$ cat src/rtl/multi_debouncer.sv
// Multi-channel switch debouncer: per-channel 2FF synchroniser, lockout or
// stable-window filter, registered rise/fall strobes and an optional long-press strobe.
module multi_debouncer #(
  parameter int unsigned      NCH         = 4,
  parameter int unsigned      TIME_PERIOD = 75000,
  parameter int unsigned      MODE        = 0,
  parameter logic [NCH-1:0]   ACTIVE_LOW  = {NCH{1'b0}},
  parameter int unsigned      HOLD_PERIOD = 0
) (
  input  logic           i_clk,
  input  logic           i_rst_n,
  input  logic [NCH-1:0] i_btn,
  output logic [NCH-1:0] o_debounced,
  output logic [NCH-1:0] o_rise,
  output logic [NCH-1:0] o_fall,
  output logic [NCH-1:0] o_long
);

  localparam int unsigned   TW   = (TIME_PERIOD > 1) ? $clog2(TIME_PERIOD) : 1;
  localparam logic [TW-1:0] TMAX = TW'(TIME_PERIOD - 1);

  // Inversion happens before the first flop so every later stage sees 1 = pressed.
  logic [NCH-1:0] r_sync1;
  logic [NCH-1:0] r_sync2;

  // NOTE: sequential state is always updated with <= so every flop samples
  // the pre-edge value of its inputs, regardless of statement order.
  always_ff @(posedge i_clk or negedge i_rst_n) begin
    if (!i_rst_n) begin
      r_sync1 <= '0;
      r_sync2 <= '0;
    end else begin
      r_sync1 <= i_btn ^ ACTIVE_LOW;
      r_sync2 <= r_sync1;
    end
  end

  for (genvar ch = 0; ch < NCH; ch++) begin : g_ch
    logic [TW-1:0] r_cnt;
    logic          r_deb;
    logic          r_rise;
    logic          r_fall;
    logic [TW-1:0] w_cnt_nxt;
    logic          w_deb_nxt;

    if (MODE == 0) begin : g_lockout
      // Counter is a down-counting hold-off timer armed on each accepted edge.
      // NOTE: every always_comb output gets a default first so no path
      // leaves it unassigned and no latch is inferred.
      always_comb begin
        w_cnt_nxt = r_cnt;
        w_deb_nxt = r_deb;
        if (r_cnt != '0) begin
          w_cnt_nxt = r_cnt - 1'b1;
        end else if (r_sync2[ch] != r_deb) begin
          w_deb_nxt = r_sync2[ch];
          w_cnt_nxt = TMAX;
        end
      end
    end else begin : g_stable
      // Counter measures how long the synchronised input has disagreed with the output.
      always_comb begin
        w_cnt_nxt = '0;
        w_deb_nxt = r_deb;
        if (r_sync2[ch] != r_deb) begin
          if (r_cnt == TMAX) begin
            w_deb_nxt = r_sync2[ch];
          end else begin
            w_cnt_nxt = r_cnt + 1'b1;
          end
        end
      end
    end

    always_ff @(posedge i_clk or negedge i_rst_n) begin
      if (!i_rst_n) begin
        r_cnt  <= '0;
        r_deb  <= 1'b0;
        r_rise <= 1'b0;
        r_fall <= 1'b0;
      end else begin
        r_cnt  <= w_cnt_nxt;
        r_deb  <= w_deb_nxt;
        r_rise <= w_deb_nxt & ~r_deb;
        r_fall <= ~w_deb_nxt & r_deb;
      end
    end

    assign o_debounced[ch] = r_deb;
    assign o_rise[ch]      = r_rise;
    assign o_fall[ch]      = r_fall;

    if (HOLD_PERIOD > 0) begin : g_long
      localparam int unsigned   HW   = $clog2(HOLD_PERIOD + 1);
      localparam logic [HW-1:0] HMAX = HW'(HOLD_PERIOD);

      logic [HW-1:0] r_hold;
      logic          r_long;

      // r_hold counts pressed cycles including the current one; saturation
      // guarantees a single o_long per press.
      always_ff @(posedge i_clk or negedge i_rst_n) begin
        if (!i_rst_n) begin
          r_hold <= '0;
          r_long <= 1'b0;
        end else if (!w_deb_nxt) begin
          r_hold <= '0;
          r_long <= 1'b0;
        end else if (r_hold != HMAX) begin
          r_hold <= r_hold + 1'b1;
          r_long <= (r_hold == HMAX - 1'b1);
        end else begin
          r_long <= 1'b0;
        end
      end

      assign o_long[ch] = r_long;
    end else begin : g_no_long
      assign o_long[ch] = 1'b0;
    end
  end

endmodule

$ cat config.mk
export PLATFORM = sky130hd
export DESIGN_NAME = multi_debouncer
export DESIGN_NICKNAME = d
export VERILOG_FILES = /design/src/rtl/multi_debouncer.sv
export SDC_FILE = /design/constraint.sdc
export NUM_CORES = 1
export LEC_CHECK = 0
export CORE_MARGIN = 4
export CORE_UTILIZATION = 38
export CTS_BUF_LIST = sky130_fd_sc_hd__clkbuf_2 sky130_fd_sc_hd__clkbuf_4 sky130_fd_sc_hd__clkbuf_8
export CTS_CLUSTER_DIAMETER = 50
export DETAILED_ROUTE_END_ITERATION = 8
export SLEW_MARGIN = 40
export SYNTH_ARGS = -nofsm -noshare
export SYNTH_HDL_FRONTEND = slang
export SYNTH_SLANG_ARGS = --single-unit
$ cat constraint.sdc
create_clock -name i_clk -period 2.9 [get_ports i_clk]
set_input_delay 0.58 -clock i_clk [delete_from_list [all_inputs] [get_ports i_clk]]
set_output_delay 0.58 -clock i_clk [all_outputs]
set_load 0.01 [all_outputs]
==> qor.yml, run 1 <==
synth_edf_count: 0
grt_pass1_vias: 2800
place_inst: 544
cp_num_buf_inv: 0
totalWireLength_mm: 7.25
io_pins: 22
hold_ws_ps: 180
layout_min_cycle_time_ps: 2440
drive_gt1_share_pct: 8.33
grt-ovfl-total: 0
fin_nets: 429
fin_util_pct: 42.9
rsz0062_at_grt: "no"
wl_per_cell_um: 12.9
dr.first_iter.drc_count: 164
dp_hpwl_mm: 5.15
min-delay-path-class: "primary input to asynchronous set/reset pin"
start_util_pct: 38.8
netlist_top_cells_area: "dfrtp_1 52%, nor3_1 4.9%, xor2_1 4.0%"
cts.path.max_buffers: 2
cts_buffers: 9
hold_violations: 0
fin_crit_sh_pct: 84.0
n_antenna_cell: 0
worst_pin_slew_ps: 563
pwr_density_cell_mw_per_mm2: 847
grt_max_degree: 39
cp.arrival_ps: 2660
vdd_drop_max_mv: 0.407
setup_viol: 0
clk_pin_slew_ps: 90
cts_hold_buffers: 0
ys_types: 46
io_buffers: 17
first_pass_iters: 4
tns_ps: 0
synth_top_area_cell: "dfrtp_1"
htree_levels: 3
finalClockSkew_ps: 13.4
drv_slew: 0
slowest_stage: "or4_1"
syn_avg_cell_area_um2: 10.5
syn_area_mm2: 0.00421
yosysWarnings: 0
synth_top_cell_area_share_pct: 52.3
start_kind: "flop"
worstPathRequired_ps: 3120
crit_chain: "nor4_1 > nand4_1 > or4_1 > nor2_1 > mux2i_1"
clock_sinks: 88
crit_type: "flop to flop"
fin_cells: 560
p_leak_nw: 1.99
path_depth: 5
clk_latency_ps: 360
crit_family: "simple AND/OR/NAND/NOR gates"
maxCapViolations: 0
grt_pass1_wl_mm: 13.2
routabilityCongestion: 0.766
final_common_cell: "dfrtp_1"
fmax_ghz: 0.410
synthArstFlopShare_pct: 100
layout-area-overhead-vs-synth_pct: 10.5
ys.flop_type: "dfrtp_1"
slowest_delay_ps: 610
slew_headroom_pct: 62.1
cts_resized: 0
outcome: "completed"
grt_usage_pct: 12.6
drc_errors: 0
final_antenna_net_count: 0
place_area_mm2: 0.00445
syn_inst: 402
vias: 2848
ys_ff_latch: 88
tritoncts: "done"
viasPerCell: 5.09
final_cell_mix: "88 x dfrtp_1, 41 x nor3_1, 39 x nor2_1"
core_area_mm2: 0.0108
rows: 38
cp_max_fo: 9
cp-end-kind: "flop"
synth-seq-area-share_pct: 52.3
cts-root-buf: "clkbuf_8"
grt_antenna_before_repair: 0
post_cts_buffers: 0
reg2regPathDepth: 5
die_y_um: 113
fp.dieArea_mm2: 0.0128
final_cell_area_mm2: 0.00465
dieWidth_um: 113
[sequential cells by signal, indices dropped and copies added, names as in the netlist]
| name | count |
|---|---|
| g_ch.r_cnt | 68 |
| g_ch.r_deb | 4 |
| r_sync2 | 4 |
| r_sync1 | 4 |
| g_ch.r_fall | 4 |
| g_ch.r_rise | 4 |
[path summary, 6_finish.rpt]
path	slack [ps]	startpoint	to
worst min-delay path	180	i_rst_n	g_ch[1].r_cnt[9]
max in group asynchronous	2070	i_rst_n	r_sync1[3]
worst max-delay path	460	g_ch[3].r_cnt[13]	g_ch[3].r_cnt[0]
min in group i_clk	340	r_sync1[1]	r_sync2[1]
worst max register to register	460	g_ch[3].r_cnt[13]	g_ch[3].r_cnt[0]
worst min register to register	340	r_sync1[1]	r_sync2[1]
[kinds of logic after synthesis]
kind of cell / synth area share (%)
AND/OR/NAND/NOR: 23.5
flip-flops: 52.3
AO/OA/AOI/OAI: 6.81
buffers and inverters: 4.82
XOR/XNOR: 6.87
multiplexers: 3.21
adder cells (fa/ha/maj): 2.38
other: 0.0891
[synth_stat cells, drive strengths merged, types with 3 or more instances]
library cell and instances:
o31ai 3, clkbuf 4, nand3 11, or4 6, nor3 42, and2 4
mux2 4, nor4b 4, nand4 6, buf 18, xnor2 14, or3 5
and3 5, o21ai 4, a21oi 16, nand2b 4, ha 8, mux2i 9
nor3b 11, xor2 19, a211oi 12, nand2 20, dfrtp 88, nor4 17
nor2 40, inv 12
[layer usage]
layer  part of all wire, %  global-route usage, %
met1                    50                   17.0
met4                   1.3                   4.73
met5                     0                      0
met2                    45                   19.3
met3                   3.3                   3.42
[stage by stage]
stage | worst slack (ps) | power (mW)
2_1_floorplan | 743 | 2.83
3_3_place_gp | 531 | 3.08
3_5_place_dp | 464 | 3.11
4_1_cts | 448 | 3.98
5_1_grt | 107 | 4.27
6_report | 463 | 3.94
[area by class of cell]
class | instances | area [µm²]
clock buffer | 11 | 139
multi-input combinational | 283 | 1820
timing repair buffer | 21 | 210
fill | 1055 | 6190
tap | 140 | 175
clock inverter | 5 | 56.3
sequential | 88 | 2200
inverter | 12 | 45.0
[power breakdown]
part           leakage, nW  total (mW)  internal (mW)  switching (mW)
Sequential            1.09        2.09           1.63           0.467
Combinational        0.796       0.999          0.488           0.511
Clock                0.101       0.843          0.418           0.425
Power figures use the tool's default switching activity.
==> inputs of run 2 (changes only) <==
- clock period: 2.9 -> 2.49 ns (I/O delays scaled with it)
==> run 2 against run 1 <==
Compared with the run above:
- critical path depth stayed put
- sequential power is 17% higher
- utilization is 0.32 points higher
- hold slack better by 170 ps
- first-iteration DRC count is 42% lower
- register-to-register slack worse by 310 ps
- highest routed layer unchanged
- critical path type unchanged
- maximum frequency is 4.4% higher
- clock power is 12% higher
- largest power group unchanged
- count of clock-buffer cells in the layout stayed put
- setup slack worse by 310 ps
- wire length is 5.4% higher
==> qor.yml, run 2 (synthesis gave the netlist of run 1 again) <==
pwr_density_cell_mw_per_mm2: 977
rows: 38
drive_gt1_share_pct: 8.96
fin_nets: 435
cp_max_fo: 11
largest-register: "g_ch.r_cnt"
fin_cells: 564
clock_sinks: 88
slew_headroom_pct: 60.5
grt_pass1_vias: 2885
clk_pin_slew_ps: 80
switching_share_pct: 35.6
wl_per_cell_um: 13.5
fin_crit_sh_pct: 93.7
grt-ovfl-total: 0
cp-end-kind: "flop"
reg2regPathDepth: 5
whs_path_depth: 0
start_kind: "flop"
setup_viol: 0
layout-area-overhead-vs-synth_pct: 11.3
io_buffers: 17
min-delay-path-class: "flop to flop"
start_util_pct: 38.8
layout_min_cycle_time_ps: 2330
place_inst: 549
cp.arrival_ps: 2620
io_pins: 22
rsz0062_at_grt: "no"
final_cell_mix: "88 x dfrtp_1, 40 x nor3_1, 39 x nor2_1"
crit_type: "flop to flop"
core_area_mm2: 0.0108
p_int_mw: 2.95
largest_reg_flops: 68
grt_most_used_layer: "met2"
final_antenna_net_count: 0
combinationalPowerShare_pct: 26.0
clk_latency_ps: 350
startpoint: "g_ch[0].r_cnt[5]"
min_to: "r_sync2[0]"
dr.first_iter.drc_count: 95
vdd_drop_max_mv: 0.440
hold_ws_ps: 352
tritoncts: "done"
grt_max_degree: 42
fin_util_pct: 43.2
htree_levels: 3
cts_buffers: 9
grt_pass1_wl_mm: 13.6
grt_antenna_before_repair: 0
tns_ps: 0
cts-root-buf: "clkbuf_8"
maxCapViolations: 0
hold_violations: 0
p_total_mw: 4.58
viasPerCell: 5.19
met3_usage_pct: 3.80
die_y_um: 113
r2r-end: "g_ch[0].r_cnt[4]"
dieWidth_um: 113
worstPathRequired_ps: 2780
seqPwrFrac_pct: 53.3
dp_hpwl_mm: 5.45
use_met1_pct: 17.4
p_switching_mw: 1.63
cts.path.max_buffers: 2
drc_errors: 0
worst_pin_slew_ps: 587
regToRegStartpoint: "g_ch[0].r_cnt[5]"
vias: 2928
hp-start: "r_sync1[0]"
grt_usage_pct: 12.9
r2r_slack_ps: 160
p_clk_share_pct: 20.7
totalWireLength_mm: 7.64
gr-usage-met2_pct: 20.1
outcome: "completed"
drv_slew: 0
n_antenna_cell: 0
fp.dieArea_mm2: 0.0128
finalClockSkew_ps: 9.78
fmax_ghz: 0.428
first_pass_iters: 4
routabilityCongestion: 0.819
final_common_cell: "dfrtp_1"
p_leak_nw: 2.00
==> run 2: per-layer routing <==
metal	vias up	share of wire, %
li1	1460	-
met1	1417	48
met2	41	47
met3	10	3.6
met4	0	1.2
met5	-	0
==> run 2: area by class of cell <==
cell class	count	area, µm²
Clock buffer	11	139
Clock inverter	3	45.0
Fill cell	1069	6160
Inverter	12	45.0
Multi-Input combinational cell	283	1820
Sequential cell	88	2200
Tap cell	140	175
Timing Repair Buffer	27	258
==> run 2: power groups by stage <==
stage | Combinational, mW | Clock (mW) | Sequential [mW]
floorplan | 0.960 | 0 | 2.33
global placement | 1.15 | 0 | 2.43
detailed placement | 1.20 | 0 | 2.45
CTS | 1.21 | 0.996 | 2.43
global route | 1.35 | 1.06 | 2.53
finish | 1.19 | 0.947 | 2.44
==> run 2: worst max path at each step <==
stage                         to  depth (start not counted)
6_report        g_ch[0].r_cnt[4]                          5
5_1_grt        g_ch[0].r_cnt[12]                          5
4_1_cts         g_ch[0].r_cnt[4]                          5
3_5_place_dp    g_ch[0].r_cnt[4]                          5
3_3_place_gp    g_ch[0].r_cnt[3]                          5
2_1_floorplan  g_ch[0].r_cnt[12]                          7
==> run 2: through the flow <==
step | setup slack [ps] | cell area, µm²
2_1_floorplan | 333 | 4220
3_3_place_gp | 286 | 4480
3_5_place_dp | 227 | 4480
4_1_cts | 192 | 4680
5_1_grt | 58.2 | 4680
6_report | 156 | 4680
==> run 2: timing repair <==
action                                  4_1_cts  5_1_grt
endpoints found under the setup margin        0        1
hold endpoints to repair                     13        0
buffers inserted                              0        0
resized for setup                             0        1
hold buffers                                  1        0
==> run 2: critical path: stages (launching register included) <==
cell	delay, ps
dfrtp_1	420
or4_4	570
or3b_1	530
or2_4	360
a211oi_1	290
a21o_1	120
